$ cat config.mk
export PLATFORM = sky130hd
export DESIGN_NAME = slow_clk_monitor
export DESIGN_NICKNAME = d
export VERILOG_FILES = /design/src/rtl/slow_clk_monitor.sv
export SDC_FILE = /design/constraint.sdc
export NUM_CORES = 1
export LEC_CHECK = 0
export BUFFER_PORTS_ARGS = -buffer_cell sky130_fd_sc_hd__buf_4
export CORE_MARGIN = 3
export CORE_UTILIZATION = 53
export DETAILED_ROUTE_END_ITERATION = 6
export PLACE_DENSITY = 0.82
export REMOVE_ABC_BUFFERS = 1
export SETUP_SLACK_MARGIN = 0.02
export SKIP_CTS_REPAIR_TIMING = 1
export SYNTH_ARGS = -nofsm -noshare
export SYNTH_HDL_FRONTEND = slang
export SYNTH_SLANG_ARGS = --single-unit
$ cat constraint.sdc
create_clock -name clk -period 2.8 [get_ports clk]
set_input_delay 0.7 -clock clk [delete_from_list [all_inputs] [get_ports clk]]
set_output_delay 0.7 -clock clk [all_outputs]
set_load 0.02 [all_outputs]
$ cat src/rtl/slow_clk_monitor.sv
// slow_clk_monitor: receives the divided scan/tick clock, synchronizes it into
// the clk domain, emits single-cycle edge strobes and measures every
// rise-to-rise period against a [MIN_PERIOD, MAX_PERIOD] window. Reports lock,
// per-period range errors and loss of the slow clock so downstream logic can
// run from clean enables instead of clocking on the divided clock.
module slow_clk_monitor #(
  parameter int CNT_W      = 32,
  parameter int MIN_PERIOD = 399_000,
  parameter int MAX_PERIOD = 401_000,
  parameter int LOCK_COUNT = 3
) (
  input  logic             clk,
  input  logic             rst_n,
  input  logic             slow_clk,
  input  logic             clr,
  output logic             rise_pulse,
  output logic             fall_pulse,
  output logic [CNT_W-1:0] period,
  output logic             period_valid,
  output logic             too_short,
  output logic             too_long,
  output logic             lost,
  output logic             locked,
  output logic             err_sticky
);

  // good_cnt must be able to hold LOCK_COUNT itself (it saturates there).
  localparam int GOOD_W = (LOCK_COUNT < 2) ? 1 : $clog2(LOCK_COUNT + 1);

  localparam logic [CNT_W-1:0]  MIN_P   = CNT_W'(MIN_PERIOD);
  localparam logic [CNT_W-1:0]  MAX_P   = CNT_W'(MAX_PERIOD);
  localparam logic [GOOD_W-1:0] LOCK_C  = GOOD_W'(LOCK_COUNT);
  localparam logic [GOOD_W-1:0] LOCK_M1 = GOOD_W'(LOCK_COUNT - 1);

  typedef enum logic [1:0] {
    ST_WAIT    = 2'd0,
    ST_MEASURE = 2'd1,
    ST_LOCKED  = 2'd2
  } state_t;

  state_t            state;
  logic              s1;
  logic              s2;
  logic              s3;
  logic              rise_det;
  logic              fall_det;
  logic [CNT_W-1:0]  cnt;
  logic [GOOD_W-1:0] good_cnt;
  logic [CNT_W-1:0]  p_meas;
  logic              p_short;
  logic              p_long;
  logic              p_in_range;
  logic              err_event;

  // Edges are taken between the second sync stage and the history flop, so
  // the FSM reacts on the same edge that registers rise_pulse.
  assign rise_det = s2 & ~s3;
  assign fall_det = ~s2 & s3;

  // The rise cycle itself is part of the period, hence the +1.
  assign p_meas     = cnt + CNT_W'(1);
  assign p_short    = (p_meas < MIN_P);
  assign p_long     = (p_meas > MAX_P);
  assign p_in_range = ~p_short & ~p_long;

  assign locked    = (state == ST_LOCKED);
  assign err_event = too_short | too_long | lost;

  // Two-flop synchronizer for the asynchronous slow clock plus a history flop.
  always_ff @(posedge clk or negedge rst_n) begin
    if (!rst_n) begin
      s1 <= 1'b0;
      s2 <= 1'b0;
      s3 <= 1'b0;
    end else begin
      s1 <= slow_clk;
      s2 <= s1;
      s3 <= s2;
    end
  end

  // Registered single-cycle edge strobes.
  always_ff @(posedge clk or negedge rst_n) begin
    if (!rst_n) begin
      rise_pulse <= 1'b0;
      fall_pulse <= 1'b0;
    end else begin
      rise_pulse <= rise_det;
      fall_pulse <= fall_det;
    end
  end

  // Period measurement, range check, lock tracking and loss timeout.
  always_ff @(posedge clk or negedge rst_n) begin
    if (!rst_n) begin
      state        <= ST_WAIT;
      cnt          <= '0;
      good_cnt     <= '0;
      period       <= '0;
      period_valid <= 1'b0;
      too_short    <= 1'b0;
      too_long     <= 1'b0;
      lost         <= 1'b0;
    end else begin
      period_valid <= 1'b0;
      too_short    <= 1'b0;
      too_long     <= 1'b0;
      lost         <= 1'b0;
      case (state)
        ST_WAIT: begin
          // First edge only starts a measurement; there is no period yet.
          cnt <= '0;
          if (rise_det) begin
            state <= ST_MEASURE;
          end
        end
        ST_MEASURE, ST_LOCKED: begin
          if (rise_det) begin
            // A rise always wins over the timeout, so a MAX_PERIOD+1 period
            // reports too_long rather than lost.
            period       <= p_meas;
            period_valid <= 1'b1;
            cnt          <= '0;
            if (p_in_range) begin
              if (good_cnt < LOCK_C) begin
                good_cnt <= good_cnt + 1'b1;
              end
              if (good_cnt >= LOCK_M1) begin
                state <= ST_LOCKED;
              end
            end else begin
              too_short <= p_short;
              too_long  <= p_long;
              good_cnt  <= '0;
              state     <= ST_MEASURE;
            end
          end else if (cnt == MAX_P) begin
            // Timeout also bounds cnt, so it can never wrap.
            lost     <= 1'b1;
            good_cnt <= '0;
            cnt      <= '0;
            state    <= ST_WAIT;
          end else begin
            cnt <= cnt + CNT_W'(1);
          end
        end
        default: begin
          cnt      <= '0;
          good_cnt <= '0;
          state    <= ST_WAIT;
        end
      endcase
    end
  end

  // Sticky error flag; a new error in the same cycle as clr keeps it set.
  always_ff @(posedge clk or negedge rst_n) begin
    if (!rst_n) begin
      err_sticky <= 1'b0;
    end else if (err_event) begin
      err_sticky <= 1'b1;
    end else if (clr) begin
      err_sticky <= 1'b0;
    end
  end

endmodule
; Word-level counts from Yosys, hierarchy flattened
; Cells that the tools add are included.
[classes]
addsub = 2
magnitude_cmp = 4
eq_ne = 7
muxes = 26
n_bitwise = 10
n_reduce_logical = 6
[ops]
columns = cell, n
row1 = 2-to-1 mux 32 bit, 3
row2 = "adder 32 x 1 -> 32 bit, second input constant", 1
row3 = "equality test 32 x 19 -> 1 bit, second input constant", 1
row4 = "greater-than comparator 32 x 19 -> 1 bit, second input constant", 1
row5 = "< comparator 32 x 19 -> 1 bit, second input constant", 1
row6 = 2-to-1 mux 2 bit, 8
row7 = 2-to-1 mux 1 bit, 13
row8 = "inequality test 4 bit, second input constant", 2
row9 = case mux 2 bit (2 select lines), 2
row10 = AND reduction 3 bit, 2
row11 = inverter 1 bit, 5
row12 = bitwise AND 1 bit, 3
row13 = "inequality test 3 bit, second input constant", 1
row14 = "adder 2 x 1 -> 2 bit, second input constant", 1
row15 = "equality test 2 x 1 -> 1 bit, second input constant", 1
row16 = "equality test 2 bit, second input constant", 1
row17 = ">= comparator 2 bit, second input constant", 1
row18 = logical NOT 2 bit, 1
row19 = "< comparator 2 bit, second input constant", 1
row20 = "inequality test 2 bit, second input constant", 1
row21 = bitwise OR 1 bit, 2
row22 = AND reduction 2 bit, 1
row23 = nonzero test 2 bit, 1
row24 = OR reduction 2 bit, 1
[word_totals]
ff_bits = 78
inputBits = 4

; Longest topological paths before layout
[depth]
word_depth = 7
ltp_mapped = 11
mapped_depth_nobuf = 10

; Worst setup path after synthesis
; Ideal clock, no wire load.
[synth_timing]
kind = reg-to-reg
startpoint = reg cnt[1]
endpoint = reg state[0]
setup_time_ns = 0.130
arrival_ns = 2.493
slack_ns = 0.177
path_stages_with_launch = 11
synth_period_minus_slack_ns = 2.623
cell_sequence = dfrtp_1 -> ha_1 -> clkbuf_1 -> or3b_2 -> a21oi_1 -> o21bai_1 -> a32oi_1 -> o31ai_4 -> a2111oi_2 -> a311o_1 -> mux2i_1
[synth_between]
elab_chain_cells = 7
elab_cells_between_ends = 13
classes_between = add/sub (1) / order compare (2) / eq/ne (3) / mux (3) / bitwise (3) / reduce/logical (1)
[synth_lines]
columns = element, line
row1 = from (decl), 47  ; logic [CNT_W-1:0] cnt;
row2 = from (signal assigned), 144  ; cnt <= cnt + CNT_W'(1);
row3 = adder 32 x 1 -> 32 bit, 61  ; assign p_meas = cnt + CNT_W'(1);
row4 = < comparator 32 x 19 -> 1 bit or greater-than comparator 32 x 19 -> 1 bit (tied branches), "62, 63"
row5 = inverter 1 bit, 64  ; assign p_in_range = ~p_short & ~p_long;
row6 = bitwise AND 1 bit, 64
row7 = 2-to-1 mux 2 bit, 124  ; if (p_in_range) begin
row8 = 2-to-1 mux 2 bit, 118  ; if (rise_det) begin
row9 = case mux 2 bit (2 select lines), 109  ; case (state)
row10 = to (signal assigned), 114  ; state <= ST_MEASURE;
row11 = to (signal assigned), 129  ; state <= ST_LOCKED;
row12 = to (signal assigned), 135  ; state <= ST_MEASURE;
row13 = to (decl), 41  ; state_t state;
; Several ways; a longest one is shown, not always the timed one.
; A chain may end at the register's enable or synchronous reset.

; Worst setup path in the final report
[layout_timing]
startpoint = reg cnt[0]
endpoint = reg state[1]
; Same word-level chain as after synthesis.

==> load_flow_metrics.sql <==
INSERT INTO impl_metrics (metric_group, metric, value, unit) VALUES
('synthesis', 'ys_seq_elements', '78', ''),
('final_layout', 'area.growth.synth_to_final', '24.4', '%'),
('run_status', 'run_status', 'finished, final reports clean', ''),
('job', 'max_cap_viol_count', '0', ''),
('global_routing', 'grt.total_usage', '23.3', '%'),
('die', 'floorplan.initialDensity', '55.0', '%'),
('clock_tree', 'tritoncts_num_sinks', '78', ''),
('die', 'chipWidth', '93.3', 'µm'),
('timing', 'worst_slew_margin_rel', '60.9', '%'),
('synthesis', 'synth_top_cell_by_area', 'dfrtp_1', ''),
('critical_path', 'critPathKind', 'reg2reg', ''),
('synthesis', 'ys_top_cells_by_area', 'dfrtp_1 (48%), nor2_1 (4.7%), nand2_1 (4.7%)', ''),
('timing', 'period_minus_slack', '2.73', 'ns'),
('timing', 'post_route_clock_period_utilization', '97.6', '%'),
('placement', 'place.port_buffers', '43', ''),
('timing', 'clock_skew', '0.00627', 'ns'),
('route', 'avgRoutedWirePerCell', '16.5', 'µm'),
('route', 'remaining_drc_errors', '0', ''),
('timing', 'timing.final.hold_violations', '0', ''),
('route', 'route.vias.total', '3434', ''),
('final_layout', 'drive_gt1_share', '26.5', '%'),
('power_and_ir_drop', 'post_layout_total_power', '2.85', 'mW'),
('synthesis', 'synth-edff-count', '0', ''),
('clock_tree', 'htree_num_levels', '3', ''),
('critical_path', 'data_arrival_time_of_the_critical_path', '3.00', 'ns'),
('power_and_ir_drop', 'leakage', '2.22', 'nW'),
('critical_path', 'reg2reg_setup_slack', '0.07', 'ns'),
('critical_path', 'cp_data_required_time', '3.07', 'ns'),
('critical_path', 'startpoint_type', 'flop', ''),
('route', 'detail_route.vias_per_cell', '5.78', ''),
('final_layout', 'insertedDiodeCount', '0', ''),
('synthesis', 'synthesis.area', '4040', 'µm²'),
('global_routing', 'vias_in_the_first_global_route', '3438', ''),
('placement', 'dp.final_hpwl', '6.87', 'mm'),
('route', 'ant_nets', '0', ''),
('synthesis', 'async_flop_share', '100', '%'),
('power_and_ir_drop', 'irDropWorstVdd', '0.518', 'mV'),
('timing', 'rsz_0062_raised_after_global_routing', 'true', ''),
('clock_tree', 'tritoncts_clock_tree', 'done', ''),
('synthesis', 'yosys.area.top_type_share', '48.4', '%'),
('die', 'die_area', '8700', 'µm²'),
('route', 'dr.first_iter.drc_count', '157', ''),
('global_routing', 'grt_start_max_net_pins', '47', ''),
('route', 'first_pass_iters', '4', ''),
('synthesis', 'synth.avg_cell_area', '9.47', 'µm²'),
('synthesis', 'synth_sequential_area_ratio', '48.4', '%'),
('final_layout', 'post-route-util', '68.5', '%'),
('hold_path', 'timing.hold.worst.class', 'in2async', ''),
('timing', 'maxClockFrequency', '366', 'MHz'),
('route', 'drt_wl_total', '9.80', 'mm'),
('timing', 'worstMarginPinSlew', '0.587', 'ns'),
('clock_tree', 'tritoncts.num_buffers', '9', ''),
('critical_path', 'crit_path_max_fanout', '6', ''),
('synthesis', 'yosys_warnings', '0', ''),
('synthesis', 'post_synth_inst_count', '426', ''),
('global_routing', 'grt-ovfl-total', '0', ''),
('clock_tree', 'clk_path_buf_depth', '2', ''),
('critical_path', 'timing.critical_path.to_type', 'flop', ''),
('final_layout', 'finalNetCount', '501', ''),
('die', 'placeableCoreArea', '7330', 'µm²'),
('die', 'die-height', '93.3', 'µm'),
('die', 'standard_cell_row_count', '31', ''),
('power_and_ir_drop', 'power_per_cell_area', '568', 'nW/µm²'),
('die', 'num_io_pins', '44', ''),
('clock_tree', 'cts.root.buffer_cell', 'clkbuf_8', ''),
('clock_tree', 'clk_pin_slew_worst_paths', '0.08', 'ns'),
('global_routing', 'grt_antenna_before_repair', '0', ''),
('timing', 'setup_viol_count_final', '0', ''),
('synthesis', 'netlist-cell-type-count', '65', ''),
('global_routing', 'first_pass_grt_wire_length', '16.0', 'mm'),
('synthesis', 'synth_top_flop_cell', 'dfrtp_1', ''),
('timing', 'maxSlewViolCount', '0', ''),
('placement', 'finalWeightedCongestion', '0.898', ''),
('clock_tree', 'insertion_delay', '0.36', 'ns');
[routing by layer]
metal | track usage (%) | up-vias | share of wire (%)
li1 | - | 1620 | -
met1 | 28.4 | 1677 | 40
met2 | 39.1 | 114 | 51
met3 | 5.87 | 23 | 5.8
met4 | 10.0 | 0 | 2.4
met5 | 0 | - | 0
[registers in the layout, summed over array words and instances, names as in the netlist]
register	flops
fall_pulse	1
s3	1
too_short	1
cnt	32
period	32
lost	1
s1	1
too_long	1
rise_pulse	1
state	2
period_valid	1
good_cnt	2
s2	1
err_sticky	1
[logic make-up (layout without fill, tap and decap cells)]
family	count (synthesis)	count (layout)	share of synthesized area, %
simple gates	198	198	26.3
fa+ha+maj	7	7	2.17
compound gates	69	69	11.6
mux	4	4	1.02
buf+inv	40	109	4.09
flops	78	78	48.4
xor+xnor	30	30	6.51
[synth_stat cells, drive strengths merged, types with 4 or more instances]
cell     n
a21oi    4
a31oi    4
and3     4
and4     4
buf     11
clkbuf  17
dfrtp   78
ha       7
inv     12
nand2   51
nand3   14
nand4   16
nor2    51
nor2b    5
nor3    11
nor4    13
o21ai   37
or3      7
xnor2   16
xor2    14
[layout make-up]
class	count	area (µm²)
well taps	99	124
fillers	586	2310
inverters	12	45.0
multi-input cells	308	2060
flip-flops and latches	78	1960
clock inverters	4	95.1
repair buffers	81	608
clock buffers	12	135
[worst max-delay path: stages, from the launching register on]
cell and delay [ns]:
dfrtp_2 0.39, buf_4 0.14, ha_4 0.16, and4_1 0.24, nand2_2 0.12, nor4_2 0.31, buf_4 0.18, xnor2_1 0.20
nand2_2 0.17, nor4_4 0.38, a31oi_2 0.16, o22ai_1 0.20
[through the flow]
| stage | TNS (ns) | cell area, µm² | hold WS [ns] | setup slack (ns) | cells |
|---|---|---|---|---|---|
| after detailed placement | -0.0566 | 4600 | 0.335 | -0.0470 | 572 |
| after global routing | -0.0309 | 5020 | 0.372 | -0.0147 | 594 |
| final | 0 | 5020 | 0.341 | 0.0678 | 594 |
| after CTS | -0.0948 | 4830 | 0.353 | -0.0721 | 588 |
| after floorplan | -0.0983 | 3920 | 0.331 | -0.0612 | 398 |
| after global placement | 0 | 4600 | 0.333 | 0.0792 | 572 |
[power by group]
part,switching [mW],leakage (nW),internal (mW),total (mW)
registers,0.0465,1.07,1.18,1.23
clock network,0.396,0.115,0.592,0.988
logic,0.378,1.04,0.252,0.630
[final timing paths]
| check | endpoint | start | cells past startpoint |
|---|---|---|---|
| min reg2reg | s2 | s1 | 0 |
| min in group clk | s2 | s1 | 0 |
| max | state[1] | cnt[0] | 11 |
| min | cnt[25] | rst_n | 1 |
| max reg2reg | state[1] | cnt[0] | 11 |
| max in group asynchronous | good_cnt[1] | rst_n | 2 |
[cells in the final DEF (no fill, tap or decap), drive strengths merged, types with 2 or more instances in the layout]
master    n
a2111oi   2
a21oi     4
a31oi     4
and2      3
and3      4
and4      4
buf      81
bufinv    3
clkbuf   12
dfrtp    78
ha        7
inv      12
mux2i     3
nand2    51
nand2b    3
nand3    14
nand4    16
nand4b    3
nor2     51
nor2b     5
nor3     11
nor3b     3
nor4     13
o21ai    37
o21bai    2
o22ai     3
or3       7
or4       3
xnor2    16
xor2     14
Power figures use the tool's default switching activity.
